**config.mk**
```make
export PLATFORM = sky130hd
export DESIGN_NAME = dram_write_packer
export DESIGN_NICKNAME = d
export VERILOG_FILES = /design/src/rtl/dram_write_packer.sv
export SDC_FILE = /design/constraint.sdc
export NUM_CORES = 1
export LEC_CHECK = 0
export BUFFER_PORTS_ARGS = -buffer_cell sky130_fd_sc_hd__buf_2
export CORE_MARGIN = 2
export CORE_UTILIZATION = 32
export CTS_CLUSTER_DIAMETER = 200
export DETAILED_ROUTE_END_ITERATION = 8
export PLACE_DENSITY = 0.61
export SYNTH_ARGS = -nofsm -noshare
export SYNTH_HDL_FRONTEND = slang
export SYNTH_SLANG_ARGS = --single-unit
```
**constraint.sdc**
```tcl
create_clock -name clk -period 31.7 [get_ports clk]
set_input_delay 3.17 -clock clk [delete_from_list [all_inputs] [get_ports clk]]
set_output_delay 3.17 -clock clk [all_outputs]
set_load 0.05 [all_outputs]
```
**src/rtl/dram_write_packer.sv**
```systemverilog
// rtl/dram_write_packer.sv - row FIFO that streams scratchpad rows to DRAM as strobed beats
module dram_write_packer #(
   parameter int NUM_COLS        = 32,
   parameter int ELEM_WIDTH      = 16,
   parameter int BEAT_ELEMS      = 4,
   parameter int DRAM_ADDR_WIDTH = 32,
   parameter int DEPTH           = 2,
   parameter int SKIP_EMPTY      = 1
) (
   input  logic                               clk,
   input  logic                               n_rst,
   input  logic                               in_valid,
   output logic                               in_ready,
   input  logic [NUM_COLS*ELEM_WIDTH-1:0]     in_row_data,
   input  logic [NUM_COLS-1:0]                in_col_mask,
   input  logic [DRAM_ADDR_WIDTH-1:0]         in_dram_addr,
   output logic                               dram_wvalid,
   input  logic                               dram_wready,
   output logic [DRAM_ADDR_WIDTH-1:0]         dram_waddr,
   output logic [BEAT_ELEMS*ELEM_WIDTH-1:0]   dram_wdata,
   output logic [BEAT_ELEMS-1:0]              dram_wstrb,
   output logic                               dram_wlast,
   output logic                               row_done,
   output logic [$clog2(DEPTH+1)-1:0]         occupancy,
   output logic                               busy
);

   localparam int NUM_BEATS  = NUM_COLS / BEAT_ELEMS;
   localparam int BEAT_BYTES = BEAT_ELEMS * ELEM_WIDTH / 8;
   localparam int ROW_BYTES  = NUM_COLS * ELEM_WIDTH / 8;
   localparam int ROW_W      = NUM_COLS * ELEM_WIDTH;
   localparam int BEAT_DW    = BEAT_ELEMS * ELEM_WIDTH;
   localparam int BEAT_W     = (NUM_BEATS > 1) ? $clog2(NUM_BEATS) : 1;
   localparam int PTR_W      = (DEPTH > 1) ? $clog2(DEPTH) : 1;
   localparam int OCC_W      = $clog2(DEPTH + 1);
   localparam logic [DRAM_ADDR_WIDTH-1:0] ALIGN_MASK = ~DRAM_ADDR_WIDTH'(ROW_BYTES - 1);

   typedef enum logic [1:0] {S_IDLE, S_ISSUE, S_EMPTY_ROW} state_t;

   logic [ROW_W-1:0]           data_mem [DEPTH];
   logic [NUM_COLS-1:0]        mask_mem [DEPTH];
   logic [DRAM_ADDR_WIDTH-1:0] addr_mem [DEPTH];

   state_t             state_q, state_d;
   logic [BEAT_W-1:0]  beat_q, beat_d;
   logic [PTR_W-1:0]   rd_ptr_q, rd_ptr_d, wr_ptr_q, wr_ptr_d;
   logic [OCC_W-1:0]   occ_q, occ_d;
   logic               row_done_q, row_done_d;

   logic               push, pop, rows_remain;
   logic [PTR_W-1:0]   rd_ptr_inc, wr_ptr_inc;
   logic [NUM_COLS-1:0] head_mask, next_mask;
   logic [NUM_BEATS-1:0] head_live, next_live;
   logic               later_found, first_found;
   logic [BEAT_W-1:0]  later_idx, first_idx;

   assign in_ready   = (occ_q < OCC_W'(DEPTH)) && n_rst;
   assign push       = in_valid && in_ready;
   assign rd_ptr_inc = (rd_ptr_q == PTR_W'(DEPTH - 1)) ? '0 : rd_ptr_q + 1'b1;
   assign wr_ptr_inc = (wr_ptr_q == PTR_W'(DEPTH - 1)) ? '0 : wr_ptr_q + 1'b1;
   assign occupancy  = occ_q;
   assign busy       = (occ_q != '0);
   assign row_done   = row_done_q;

   // Beat search: next live beat of the head row, and first live beat of the row that heads next
   always_comb begin
      head_mask   = mask_mem[rd_ptr_q];
      next_mask   = (occ_q > OCC_W'(1)) ? mask_mem[rd_ptr_inc] : in_col_mask;
      head_live   = '0;
      next_live   = '0;
      later_found = 1'b0;
      later_idx   = '0;
      first_found = 1'b0;
      first_idx   = '0;
      for (int b = NUM_BEATS - 1; b >= 0; b--) begin
         head_live[b] = (SKIP_EMPTY == 0) || (head_mask[b*BEAT_ELEMS +: BEAT_ELEMS] != '0);
         next_live[b] = (SKIP_EMPTY == 0) || (next_mask[b*BEAT_ELEMS +: BEAT_ELEMS] != '0);
         if (head_live[b] && (b > int'(beat_q))) begin
            later_found = 1'b1;
            later_idx   = BEAT_W'(b);
         end
         if (next_live[b]) begin
            first_found = 1'b1;
            first_idx   = BEAT_W'(b);
         end
      end
   end

   // Next state: beat advance, row pop and selection of the following row's first beat
   always_comb begin
      state_d     = state_q;
      beat_d      = beat_q;
      pop         = 1'b0;
      rows_remain = (occ_q > OCC_W'(1)) || push;
      case (state_q)
         S_IDLE: begin
            if (push) begin
               state_d = first_found ? S_ISSUE : S_EMPTY_ROW;
               beat_d  = first_idx;
            end
         end
         S_ISSUE: begin
            if (dram_wready) begin
               if (later_found) beat_d = later_idx;
               else             pop    = 1'b1;
            end
         end
         S_EMPTY_ROW: pop = 1'b1;
         default: state_d = S_IDLE;
      endcase
      if (pop) begin
         if (rows_remain) begin
            state_d = first_found ? S_ISSUE : S_EMPTY_ROW;
            beat_d  = first_idx;
         end else begin
            state_d = S_IDLE;
            beat_d  = '0;
         end
      end
      rd_ptr_d   = pop  ? rd_ptr_inc : rd_ptr_q;
      wr_ptr_d   = push ? wr_ptr_inc : wr_ptr_q;
      occ_d      = occ_q + OCC_W'(push) - OCC_W'(pop);
      row_done_d = pop;
   end

   // Beat outputs are driven only while valid so idle/reset shows all zeros
   always_comb begin
      dram_wvalid = (state_q == S_ISSUE);
      dram_wlast  = dram_wvalid && !later_found;
      dram_waddr  = '0;
      dram_wdata  = '0;
      dram_wstrb  = '0;
      if (dram_wvalid) begin
         dram_waddr = addr_mem[rd_ptr_q] + DRAM_ADDR_WIDTH'(beat_q) * DRAM_ADDR_WIDTH'(BEAT_BYTES);
         for (int b = 0; b < NUM_BEATS; b++) begin
            if (beat_q == BEAT_W'(b)) begin
               dram_wdata = data_mem[rd_ptr_q][b*BEAT_DW +: BEAT_DW];
               dram_wstrb = head_mask[b*BEAT_ELEMS +: BEAT_ELEMS];
            end
         end
      end
   end

   // Control registers
   always_ff @(posedge clk) begin
      if (!n_rst) begin
         state_q    <= S_IDLE;
         beat_q     <= '0;
         rd_ptr_q   <= '0;
         wr_ptr_q   <= '0;
         occ_q      <= '0;
         row_done_q <= 1'b0;
      end else begin
         state_q    <= state_d;
         beat_q     <= beat_d;
         rd_ptr_q   <= rd_ptr_d;
         wr_ptr_q   <= wr_ptr_d;
         occ_q      <= occ_d;
         row_done_q <= row_done_d;
      end
   end

   // Row storage; contents are don't-care until written, outputs are gated by wvalid
   always_ff @(posedge clk) begin
      if (push) begin
         data_mem[wr_ptr_q] <= in_row_data;
         mask_mem[wr_ptr_q] <= in_col_mask;
         addr_mem[wr_ptr_q] <= in_dram_addr & ALIGN_MASK;
      end
   end

endmodule

```
# Word level (Yosys, flattened, before mapping)
# Memories as Yosys holds them, arrays and structs flattened. A register that Yosys moved wholly into a read port is not among the register bits.
# Index checks and enable logic that the tools add are counted.
# Widths: inputs -> output; s select.
classes:
  n_eq_ne: 13
  n_reduce_logical: 34
  addsub: 5
  muxes: 74
  n_lt_le_gt_ge: 9
ops:
  columns: ["op", "n"]
  rows:
  - ["$mux 64", 9]
  - ["$mux 32", 2]
  - ["$mux 3", 20]
  - ["$reduce_bool 4->1", 15]
  - ["$mux 4", 9]
  - ["$add 32x6->32", 1]
  - ["$mux 1", 27]
  - ["$eq 3x3->1 const B", 4]
  - ["$gt 3x3->1 const A", 4]
  - ["$logic_and 1x1->1", 10]
  - ["$mux 2", 4]
  - ["$eq 3x2->1 const B", 2]
  - ["$gt 2x3->1 const A", 2]
  - ["$ne 3x1->1 const B", 2]
  - ["$pmux 3 s2", 1]
  - ["$pmux 2 s2", 1]
  - ["$reduce_and 4->1", 1]
  - ["$eq 3x1->1 const B", 1]
  - ["$gt 1x3->1 const A", 1]
  - ["$logic_not 3->1", 1]
  - ["$ne 3x3->1 const B", 1]
  - ["$reduce_bool 3->1", 1]
  - ["$add 1x1->1 const B", 2]
  - ["$add 2x1->2", 1]
  - ["13 further kinds", 13]
word_totals:
  out_inout_bits: 107
  ram_bits: 1140
  register_bits: 10
  memories: 3
  inputBits: 580
mem_list:
  columns: ["memory", "depth", "word_bits", "rd", "rd_ports_with_merged_regs", "write_ports", "line", "text"]
  rows:
  - ["data_mem", 2, 512, 1, 1, 1, "40", "logic [ROW_W-1:0] data_mem [DEPTH];"]
  - ["mask_mem", 2, 32, 2, 1, 1, "41", "logic [NUM_COLS-1:0] mask_mem [DEPTH];"]
  - ["addr_mem", 2, 26, 1, 1, 1, "42", "logic [DRAM_ADDR_WIDTH-1:0] addr_mem [DEPTH];"]

# Longest topological paths before layout
# Gate-level depths: netlist (run 1).
# An unclocked memory read counts as a cell.
depth:
  ltp_word: 17
  mapped_depth: 13

# Least setup slack after synthesis (run 1)
# Ideal clock, no wire load.
synth_path:
  kind: "input -> register"
  startpoint: "input port n_rst"
  endpoint: "register wr_ptr_q"
  arrival_ns: 29.454
  required_ns: 31.532
  path_stages: 4
  path_slack_ns: 2.078
  setup_ns: 0.168
  path_cell_list: "nor2b_1 nand2_1 nor2_1 o21a_1"
synth_between:
  elab_chain_cells: 2
synth_rtl:
  columns: ["element", "line", "text"]
  rows:
  - ["from (decl)", "11", "input logic n_rst,"]
  - ["$logic_and 1x1->1", "57", "assign in_ready = (occ_q < OCC_W'(DEPTH)) && n_rst;"]
  - ["$logic_and 1x1->1", "58", "assign push = in_valid && in_ready;"]
  - ["to (signal assigned)", "157", "wr_ptr_q <= wr_ptr_d;"]
  - ["to (decl)", "46", "logic [PTR_W-1:0] rd_ptr_q, rd_ptr_d, wr_ptr_q, wr_ptr_d;"]
# Parallel ways exist; a longest one is shown, timed or not.
# A chain may end at the register's enable or synchronous reset.

==> impl_metrics.ini, run 1 <==
[run_status]
status = complete, no violations

[clocking]
postCtsSetupBuffers = 0
cts_resized = 0
clock_sinks = 1151
hold_buffers = 0
cts_max_path_buffers = 3
cts_tree = yes
worstSkewPairLatency_ps = 770
clk_pin_slew_ps = 50
root_buffer = clkbuf_16
numCtsBuffers = 130
ctsHtreeMaxLevel = 4

[synth]
yosysWarnings = 0
ys_seq_area_share_pct = 75.93
yosys.area_share.xor_xnor_pct = 0.05791
yosysTopAreaCell = edfxtp_1
async_reset_ff_share_pct = 0
syn_inst = 2572
synth_top_family_by_area = multiplexers
yosys.area_share.simple_pct = 3.028
ys_seq_elements = 1151
syn_area_um2 = 45370
avgSynthCellArea_um2 = 17.64
synth_top_area_share_pct = 75.45
synth_mux_area_share_pct = 11.69
synth_cell_types = 53
synth-adder-area-share_pct = 0.1655
synth_edf_count = 1140
synthTopCellsByArea = edfxtp_1, mux2i_1, mux4_2, a211oi_1, o21ai_0
synthFlopType = edfxtp_1
synth_compound_area_share_pct = 7.393

[hold_path]
min_path_type = reg -> reg

[setup_path]
crit_type = reg -> out
cp_slowest_cell = dfxtp_4
cp_data_required_time_ps = 28530
cp_num_buf_inv = 4
start_kind = register
crit_fanout = 59
arrival_ps = 5830
worstSetupEndpointType = output pin
cpPeakStageDelay_ps = 950
cp_common_cell = buf_4
crit_chain = buf_4 -> buf_4 -> buf_4 -> mux2i_1 -> a221oi_1 -> a21oi_1 -> a2111oi_0 -> nor2_1 -> a211oi_1 -> buf_2
path_delay_family = buffers and inverters
r2r_setup_slack_ps = 26430

[finish]
fin_util_pct = 39.05
mostFrequentLayoutCell = edfxtp_1
layout_common_cells = edfxtp_1, buf_2, mux2i_1
fin_cells = 5310
syn2layout_area_growth_pct = 21.40
stdcell_area_um2 = 55080
drive_gt1_share_pct = 29.41
layout.nets = 3854

[grt]
grt_pass1_wl_um = 186400
grt_pass1_vias = 26950
antenna_found_initial = 84
grt_max_degree = 142
grt_usage_pct = 17.84
grt_overflow = 0

[power]
power.share.switching_pct = 29.82
pwr-share-seq_pct = 45.4
switching_power_mw = 1.159
power_leakage_nw = 17.93
power.density_nw_per_um2 = 70.57
ir_drop_uv = 45.73
power_frac_comb_pct = 18.1
p_int_mw = 2.728
clkPwrFrac_pct = 36.4

[timing]
hold_viol = 0
max_slew_margin_pct = 27.61
finalCritPeriodShare_pct = 28.39
timing.final.crit_period_ps = 9000
finalSetupTns_ps = 0
max_freq_ghz = 0.1111
worst_slack_ps = 22700
rsz0062_at_grt = false
clock_skew_ps = 18.10
setup_viol = 0
tightest_slew_ps = 1086
drv_slew = 0

[floorplan]
core_um2 = 141100
start_util_pct = 32.16
die_h_um = 380.5
io_pins = 687
rows = 138
die_w_um = 380.5
die_area_um2 = 144800

[route]
via_count = 26460
postRouteAntennaNets = 0
wire_per_inst_um = 24.96
drt-pass1-iter-count = 5
drc = 0
dr.first_iter.drc_count = 2101
totalWireLength_um = 132500
vias_per_cell = 4.983

[placed_design]
port_buffers = 677
placed_cell_area_um2 = 50970
dp_hpwl_um = 87350
pre_cts_slack_ps = 23130
dpl.cell_count = 5026
gp_congestion = 0.7945

[job]
drv_cap = 0
path summary, 6_finish.rpt:
path,from,endpoint,cells after the start
setup / recovery,register,dram_wdata[42],10
setup reg to reg,occupancy[1],data_mem[0][238],7
hold / removal,state_q[0],state_q[0],1
hold reg to reg,state_q[0],state_q[0],1
power by group through the flow:
| stage | logic (mW) | registers (mW) | clock network [mW] |
|---|---|---|---|
| after floorplan | 0.404 | 1.83 | 0 |
| after global placement | 0.717 | 1.80 | 0 |
| after detailed placement | 0.720 | 1.80 | 0 |
| after CTS | 0.722 | 1.77 | 1.45 |
| after global routing | 0.754 | 1.77 | 1.51 |
| final | 0.705 | 1.77 | 1.42 |
synth_stat cells (5+ instances only):
cell and count:
a2111oi_0 57, a211oi_1 116, a21oi_1 69, a221oi_1 29, and2_1 9, and3_1 7, buf_1 8, buf_2 55
clkbuf_1 102, dfxtp_1 11, edfxtp_1 1140, ha_1 6, inv_1 12, mux2_2 14, mux2i_1 404, mux4_2 48
nand2_1 9, nand2b_1 5, nor2_1 79, nor2b_1 81, nor3_1 7, nor4_1 6, o21ai_0 154, o22ai_1 59
or3_1 19, or4_1 17
logic make-up (layout without fill, tap and decap cells):
logic type	after synthesis	after routing
xor gates and xnor gates	3	3
buffers and inverters	183	982
and+or+nand+nor	250	250
muxes	467	467
AOI/OAI and AO/OA	511	511
other	1	50
adders and majority gates	6	6
DFF	1151	1151
state kept, by name, indices dropped and copies added (netlist names), named ones only:
signal and cells:
addr_mem 52, occupancy 2, beat_q 3, data_mem 1024, row_done 1, rd_ptr_q 1, mask_mem 64, wr_ptr_q 1
state_q 2
through the flow:
stage	total power [mW]	hold slack (ps)
4_1_cts	3.943	538.6
3_3_place_gp	2.513	523.6
5_1_grt	4.030	581.0
2_1_floorplan	2.229	495.5
6_report	3.887	542.1
3_5_place_dp	2.518	526.0
area by class of cell:
| type | count | area [um2] |
|---|---|---|
| Tap cell | 1890 | 2365 |
| Clock inverter | 75 | 624.3 |
| Fill cell | 13060 | 85990 |
| Clock buffer | 162 | 3373 |
| Sequential cell | 1151 | 34470 |
| Antenna cell | 47 | 117.6 |
| Timing Repair Buffer | 732 | 3851 |
| Inverter | 13 | 53.80 |
| Multi-Input combinational cell | 1240 | 10230 |
metal layers:
layer  GRT usage [%]  wire, um
met5               0       490
met4           5.710      3299
met3           6.013     11510
met2           29.15     64200
met1           22.24     53030
No activity file was read; power rests on OpenSTA's default activity.
==> run 2, diff against run 1 <==
--- a/config.mk
+++ b/config.mk
@@ -10,7 +10,7 @@
 export CORE_UTILIZATION = 32
 export CTS_CLUSTER_DIAMETER = 200
 export DETAILED_ROUTE_END_ITERATION = 8
-export PLACE_DENSITY = 0.61
+export PLACE_DENSITY = 0.63
 export SYNTH_ARGS = -nofsm -noshare
 export SYNTH_HDL_FRONTEND = slang
 export SYNTH_SLANG_ARGS = --single-unit
==> constraint.sdc (replaced) <==
create_clock -name clk -period 7.5 [get_ports clk]
set_input_delay 0.75 -clock clk [delete_from_list [all_inputs] [get_ports clk]]
set_output_delay 0.75 -clock clk [all_outputs]
set_load 0.05 [all_outputs]
==> run 2 against run 1 <==
Core utilization down 0.074 points. Hold slack got worse by 340 ps. Via count is 0.64% lower. Setup slack worse by 21000 ps. Power rose to 4.2 times the previous value. Global-route usage down 0.40 points. Critical path depth is 2 lower.
==> impl_metrics.ini, run 2 (same netlist as run 1, synthesis figures left out) <==
[setup_path]
r2r_cells = 12
crit_fanout = 91
cp_data_required_time_ps = 6750
start_kind = register
worstSetupEndpointType = output pin
r2r_setup_slack_ps = 2770
crit_type = reg -> out
crit-reg2reg-capture = beat_q[0]
r2r-start = beat_q[1]
arrival_ps = 4720

[finish]
fin_cells = 5278
layout.nets = 3842
mostFrequentLayoutCell = edfxtp_1
largest_register_ffs = 1024
fillers = 13050
drive_gt1_share_pct = 29.36
top_regs = data_mem (1024), mask_mem (64), addr_mem (52)
stdcell_area_um2 = 54980
ff_latch_area_um2 = 34470
fin_util_pct = 38.97
largest_register = data_mem
layout_common_cells = edfxtp_1, buf_2, mux2i_1
multi_input_area_um2 = 10240
syn2layout_area_growth_pct = 21.17

[grt]
met3_usage_pct = 5.653
grt_usage_pct = 17.45
grt_overflow = 0
grt_pass1_vias = 26510
met2_usage_pct = 28.80
grt_pass1_wl_um = 182900
antenna_found_initial = 80
grt_busiest_layer = met2
use_met1_pct = 21.54
grt_max_degree = 152

[timing]
drv_slew = 0
tightest_slew_ps = 1139
max_freq_ghz = 0.1828
timing.final.crit_period_ps = 5472
max_slew_margin_pct = 24.06
clock_skew_ps = 26.79
rsz0062_at_grt = false
setup_viol = 0
finalSetupTns_ps = 0
finalCritPeriodShare_pct = 72.96
hold_viol = 0

[clocking]
cts_tree = yes
clock_sinks = 1151
cts_max_path_buffers = 3
clk_pin_slew_ps = 60
root_buffer = clkbuf_16
worstSkewPairLatency_ps = 730
hold_buffers = 0
postCtsSetupBuffers = 0
numCtsBuffers = 121
cts_resized = 0
ctsHtreeMaxLevel = 3

[placed_design]
dp_hpwl_um = 84770
dpl.cell_count = 5023
gp_congestion = 0.8181
port_buffers = 677
placed_cell_area_um2 = 51080

[job]
drv_cap = 0

[hold_path]
worstHoldStart = in_row_data[398]
holdPathStages = 1
hold_end = data_mem[1][398]
min_path_type = in -> reg

[floorplan]
io_pins = 687
rows = 138
die_w_um = 380.5
die_h_um = 380.5
die_area_um2 = 144800
core_um2 = 141100
start_util_pct = 32.16

[power]
power_leakage_nw = 17.86
power.density_nw_per_um2 = 293.8
ir_drop_uv = 206.0

[route]
drt-pass1-iter-count = 5
drc = 0
postRouteAntennaNets = 0
vias_per_cell = 4.981
via_count = 26290
dr.first_iter.drc_count = 2250
wire_per_inst_um = 24.67
totalWireLength_um = 130200

[run_status]
status = complete, no violations
-- run 2: cell count changes in the layout (fill, tap and decap cells not counted), sizes merged --
cell / change
diode: -14
clkbuf: -13
bufinv: +5
clkinv: -5
inv: -5
buf: -3
clkinvlp: +3
-- run 2: final cells by class --
type | instances | share of cell area, %
multi-input cells | 1240 | 18.62
repair buffers | 729 | 7.192
diodes | 33 | 0.1502
flip-flops and latches | 1151 | 62.70
inverters | 13 | 0.09786
clock buffers | 149 | 5.853
clock inverters | 73 | 1.086
well taps | 1890 | 4.301
-- run 2: where the power goes --
group	internal, mW	switching, mW	leakage [nW]
registers	7.34	0.131	10.6
clock network	3.33	2.44	1.85
logic	0.823	2.08	5.46
total	11.5	4.66	17.9
-- run 2: worst max path at each step --
stage | start | endpoint | slack, ps | cells after the start
2_1_floorplan | n_rst | addr_mem[0][0] | -2670 | 3
3_3_place_gp | beat_q[0] | dram_wdata[2] | 2590 | 8
3_5_place_dp | beat_q[0] | dram_wdata[2] | 2630 | 8
4_1_cts | beat_q[0] | dram_wdata[2] | 1760 | 8
5_1_grt | beat_q[0] | dram_wdata[2] | 1790 | 8
6_report | beat_q[0] | dram_wdata[2] | 2030 | 8
-- run 2: through the flow --
| step | hold slack [ps] | worst slack (ps) | power [mW] |
|---|---|---|---|
| floorplan | 495.5 | -2673 | 9.289 |
| global placement | 517.7 | 2592 | 10.54 |
| detailed placement | 521.6 | 2630 | 10.58 |
| CTS | 99.01 | 1758 | 16.38 |
| global route | 136.5 | 1791 | 16.77 |
| finish | 199.2 | 2028 | 16.15 |
-- run 2: metal layers --
metal / vias up / part of all wire, % / routed length, um
li1: 11860 / - / -
met1: 13160 / 40 / 51770
met2: 907 / 49 / 63400
met3: 274 / 8.5 / 11040
met4: 94 / 2.6 / 3432
met5: - / 0.43 / 563
-- run 2: critical path, cell delays in order (launching register included) --
cell and delay [ps]:
dfxtp_4 730, buf_12 490, nand2b_1 360, or2_2 650
o22ai_1 220, or3_1 130, a21oi_1 90, a2111oi_0 770
buf_2 400
